[src/rtl/reduction_byte_serializer.sv]
// Byte-lane serializer: captures an A/B register pair and streams its four byte lanes over valid/ready,
// accumulating the lane sum. Optional parity output and latch guard under REDUCTION_SERIAL_PARITY_EN.
module reduction_byte_serializer #(
  parameter int ORDER     = 0,
  parameter int HOLD_LAST = 0
) (
  input  logic        clk,
  input  logic        rst_n,
  input  logic        in_valid,
  output logic        in_ready,
  input  logic [15:0] A,
  input  logic [15:0] B,
  output logic        out_valid,
  input  logic        out_ready,
  output logic [7:0]  out_byte,
  output logic [1:0]  out_idx,
  output logic        out_last,
  output logic        busy,
  output logic [15:0] sum,
  output logic        sum_valid
`ifdef REDUCTION_SERIAL_PARITY_EN
  ,
  output logic        out_parity
`endif
);

  typedef enum logic {IDLE, SEND} state_t;

  state_t      state_q, state_d;
  logic [15:0] a_q, a_d, b_q, b_d;
  logic [1:0]  idx_q, idx_d;
  logic [9:0]  sum_q, sum_d;
  logic        sum_valid_q, sum_valid_d;
  logic [7:0]  last_q, last_d;
  logic [7:0]  lane;
  logic        ovr_q, ovr_d;

  function automatic logic [7:0] sel_lane(input logic [15:0] a, input logic [15:0] b,
                                          input logic [1:0] idx);
    logic [7:0] r;
    if (ORDER == 0) begin
      case (idx)
        2'd0:    r = a[7:0];
        2'd1:    r = b[7:0];
        2'd2:    r = a[15:8];
        default: r = b[15:8];
      endcase
    end else begin
      case (idx)
        2'd0:    r = a[7:0];
        2'd1:    r = a[15:8];
        2'd2:    r = b[7:0];
        default: r = b[15:8];
      endcase
    end
    return r;
  endfunction

  always_comb lane = sel_lane(a_q, b_q, idx_q);

  always_comb begin
    state_d     = state_q;
    a_d         = a_q;
    b_d         = b_q;
    idx_d       = idx_q;
    sum_d       = sum_q;
    last_d      = last_q;
    sum_valid_d = 1'b0;
    ovr_d       = ovr_q;
    case (state_q)
      IDLE: begin
        if (in_valid) begin
          a_d     = A;
          b_d     = B;
          sum_d   = '0;
          idx_d   = 2'd0;
          ovr_d   = 1'b0;
          state_d = SEND;
        end
      end
      SEND: begin
        // A write into the operand latch mid-pair would corrupt the sum; the FSM never allows it.
        if (in_valid && in_ready) ovr_d = 1'b1;
        if (out_ready) begin
          sum_d  = sum_q + {2'b00, lane};
          last_d = lane;
          if (idx_q == 2'd3) begin
            state_d = IDLE;
`ifdef REDUCTION_SERIAL_PARITY_EN
            sum_valid_d = !ovr_q;
`else
            sum_valid_d = 1'b1;
`endif
          end else begin
            idx_d = idx_q + 2'd1;
          end
        end
      end
      default: state_d = IDLE;
    endcase
  end

  always_ff @(posedge clk) begin
    if (!rst_n) begin
      state_q     <= IDLE;
      a_q         <= '0;
      b_q         <= '0;
      idx_q       <= '0;
      sum_q       <= '0;
      sum_valid_q <= 1'b0;
      last_q      <= '0;
      ovr_q       <= 1'b0;
    end else begin
      state_q     <= state_d;
      a_q         <= a_d;
      b_q         <= b_d;
      idx_q       <= idx_d;
      sum_q       <= sum_d;
      sum_valid_q <= sum_valid_d;
      last_q      <= last_d;
      ovr_q       <= ovr_d;
    end
  end

  assign in_ready  = (state_q == IDLE);
  assign busy      = (state_q == SEND);
  assign out_valid = (state_q == SEND);
  assign out_idx   = (state_q == SEND) ? idx_q : 2'd0;
  assign out_last  = (state_q == SEND) && (idx_q == 2'd3);
  assign out_byte  = (state_q == SEND) ? lane : ((HOLD_LAST != 0) ? last_q : 8'h00);
  assign sum       = {6'b0, sum_q};
  assign sum_valid = sum_valid_q;

`ifdef REDUCTION_SERIAL_PARITY_EN
  assign out_parity = out_valid ? ^out_byte : 1'b0;
`endif

endmodule

[config.mk]
export PLATFORM = sky130hd
export DESIGN_NAME = reduction_byte_serializer
export DESIGN_NICKNAME = d
export VERILOG_FILES = /design/src/rtl/reduction_byte_serializer.sv
export SDC_FILE = /design/constraint.sdc
export NUM_CORES = 1
export LEC_CHECK = 0
export CAP_MARGIN = 40
export CORE_UTILIZATION = 55
export DETAILED_ROUTE_END_ITERATION = 7
export DONT_BUFFER_PORTS = 1
export PLACE_DENSITY = 0.73
export SYNTH_ARGS = -nofsm -noshare
export SYNTH_HDL_FRONTEND = slang
export SYNTH_SLANG_ARGS = --single-unit
export TNS_END_PERCENT = 1
[constraint.sdc]
create_clock -name clk -period 2.5 [get_ports clk]
set_input_delay 0.125 -clock clk [delete_from_list [all_inputs] [get_ports clk]]
set_output_delay 0.125 -clock clk [all_outputs]
set_load 0.02 [all_outputs]
==> flow_metrics.tcl <==
set metrics [dict create \
    grt_use_met2 0.4375 \
    dp_hpwl_mm 3.695 \
    antenna_cells 0 \
    path_max_fanout 4 \
    ioPinCount 67 \
    grt_pass1_wl_mm 8.742 \
    cts.sinks 46 \
    grtUsageMet1 0.2951 \
    status "finished, violations left" \
    drt-vias-per-instance 5.534 \
    worstPathArrival_ns 2.71 \
    p_per_area_nw_per_um2 519.6 \
    slowest_stage "a222oi_1" \
    cts_buffer_depth 2 \
    final_net_count 382 \
    p_leak_nw 1.174 \
    area_growth_pct 24.23 \
    clk_latency_ns 0.30 \
    drt_iter0_markers 159 \
    core_area_sq_um 4144 \
    seqCellArea_sq_um 928.4 \
    grt_overflow 0 \
    grt-busiest-layer "met2" \
    hold_viol 0 \
    crit_chain "inv_4, ha_4, a222oi_1, mux2i_2, ha_1, a211oi_2, o21bai_1, a21oi_2, a31oi_1, mux2i_1" \
    ys_ff_latch 46 \
    crit_type "flop to flop" \
    layout_min_cycle_time_ns 2.519 \
    fin_crit_sh 1.008 \
    synthCells 295 \
    totalWireLength_mm 5.551 \
    design_area_sq_um 3040 \
    multi_input_area_sq_um 1421 \
    grt_setup_unrepaired "yes" \
    numCtsBuffers 5 \
    vias 2125 \
    avgSynthCellArea_sq_um 8.296 \
    hp-class "primary input to flop" \
    place_ws_ns -0.08951 \
    htreeDepth 2 \
    ys_seq_area_frac 0.3763 \
    grt_max_degree 49 \
    cpPeakStageDelay_ns 0.40 \
    cts_tree "done" \
    dieArea_sq_um 4720 \
    dr.pass1.iters 5 \
    yosys.area.top_type "dfxtp_1" \
    root_buffer "clkbuf_8" \
    detail-route-antenna-nets 0 \
    dpl_cell_area_sq_um 2526 \
    die_w_um 68.71 \
    clock_skew_ns 0.004013 \
    grt_pass1_vias 1996 \
    synthArstFlopShare 0 \
    synth-edff-count 0 \
    slew_headroom 0.5435 \
    violations "setup timing" \
    die_h_um 68.71 \
    setup_viol 3 \
    maxCapViolCount 0 \
    portBuffers 0 \
    stdcell_count 384 \
    gp_congestion 0.8244 \
    drc 0 \
    cp-start-kind "flop" \
    antenna_found_initial 0 \
    ys_types 40 \
    ir_worst_vdd_mv 0.4079 \
    numPlacedInstances 341 \
    drive_above_1_share 0.1527 \
    critPathCaptureType "flop" \
    ys.flop_type "dfxtp_1" \
    grtUsageTotal 0.2520 \
    worst_slack_ns -0.01885 \
    fin_tns_setup_ns -0.03409 \
    start_util 0.5906 \
    wl_per_cell_um 14.46 \
    syn_area_sq_um 2447 \
    yosysWarnings 0 \
    n_fill_cell 307 \
    maxSlewViolCount 0 \
    grtUsageMet3 0.06743 \
    yosys-top-cells-area "dfxtp_1, nand2_1, a21boi_0, ha_1, mux2i_1" \
    yosysTopAreaCellShare 0.3763 \
    rows 23 \
    clk_pin_slew_worst_paths_ns 0.09 \
    tightest_slew_ns 0.6823 \
    max_freq_mhz 397.0 \
    cp.required_ns 2.69 \
]
==> placed cells by master, fill, tap and decap left out, types with 5 or more instances in the layout <==
cell type / synthesis / final
nor2_1: 6 / 6
ha_1: 12 / 7
a21boi_0: 32 / 32
and2_1: 9 / 9
dfxtp_1: 46 / 44
conb_1: 1 / 6
nand2_1: 69 / 69
buf_4: 9 / 20
nand3_1: 7 / 7
a222oi_1: 8 / 8
o21ai_0: 10 / 8
nor2b_1: 8 / 7
a22oi_1: 6 / 6
dlygate4sd3_1: 0 / 30
clkbuf_8: 0 / 5
inv_1: 11 / 9
mux2i_1: 10 / 9
==> final cells by class <==
class,count,share of cell area
tap,50,0.02058
clock inverter,2,0.01235
inverter,12,0.01564
sequential,46,0.3053
clock buffer,6,0.02387
multi-input combinational,217,0.4675
timing repair buffer,51,0.1547
==> routing by layer <==
layer  wire length, um  part of all wire
met1              2469              0.44
met4                86             0.015
met2              2637              0.48
met3               357             0.064
met5                 0                 0
==> what timing repair did <==
item                                    4_1_cts  5_1_grt
endpoints found under the hold margin        45        0
hold buffers                                 31        0
gates resized for setup                       4       13
pin swaps                                     2       18
endpoints found under the setup margin        6        7
setup buffers                                 1        3
==> worst max-delay path, delay by kind of cell, from the launching register on <==
kind / cells / cell delay (ns)
AOI/OAI and AO/OA: 5 / 1.13
muxes: 2 / 0.32
adders and majority gates: 2 / 0.51
buffers and inverters: 1 / 0.05
DFF: 1 / 0.39
==> state kept, by name, summed over array words and instances (netlist names) <==
signal	cells
a_q	16
b_q	16
busy	1
idx_q	2
sum_q	10
sum_valid	1
==> kinds of logic after synthesis <==
| kind of cell | count (synthesis) | synth area share |
|---|---|---|
| and+or+nand+nor | 107 | 0.1933 |
| AOI/OAI and AO/OA | 76 | 0.2265 |
| DFF | 46 | 0.3763 |
| buffers and inverters | 37 | 0.07413 |
| adders and majority gates | 13 | 0.06953 |
| muxes | 10 | 0.04090 |
| xor gates and xnor gates | 5 | 0.01790 |
| other | 1 | 0.001532 |
==> synthesized netlist by cell type, drive strengths merged, types with 6 or more instances <==
cell and number:
mux2i 10, and2 9, buf 16, a22oi 6
a222oi 8, nand3 7, inv 12, nor2b 8
ha 12, dfxtp 46, a21oi 8, o21ai 11
a21boi 32, nor2 8, clkbuf 9, nand2 70
==> power by group <==
group          switching, mW  total (mW)  internal (mW)
combinational          0.129       0.237          0.109
sequential            0.0267       0.791          0.764
clock                  0.253       0.551          0.298
total                  0.408        1.58           1.17
==> per-stage QoR <==
stage	power, mW	utilization	hold WS, ns
4_1_cts	1.582	0.7180	0.001857
6_report	1.580	0.7337	0.005047
5_1_grt	1.653	0.7337	0.02069
2_1_floorplan	0.9572	-	0.2699
3_3_place_gp	0.9807	0.6096	0.2623
3_5_place_dp	0.9862	0.6096	0.2635
==> final timing paths <==
check / from / end / slack [ns] / cells past startpoint
hold reg to reg: b_q[12]$_SDFFE_PN0P_ / b_q[12]$_SDFFE_PN0P_ / 0.47 / 2
setup reg to reg: idx_q[0]$_SDFFE_PN0P_ / sum_q[9]$_SDFFE_PN0P_ / -0.02 / 10
hold / removal: B[5] / b_q[5]$_SDFFE_PN0P_ / 0.005 / 2
setup / recovery: idx_q[0]$_SDFFE_PN0P_ / sum_q[9]$_SDFFE_PN0P_ / -0.02 / 10
No activity file was read; power rests on OpenSTA's default activity.
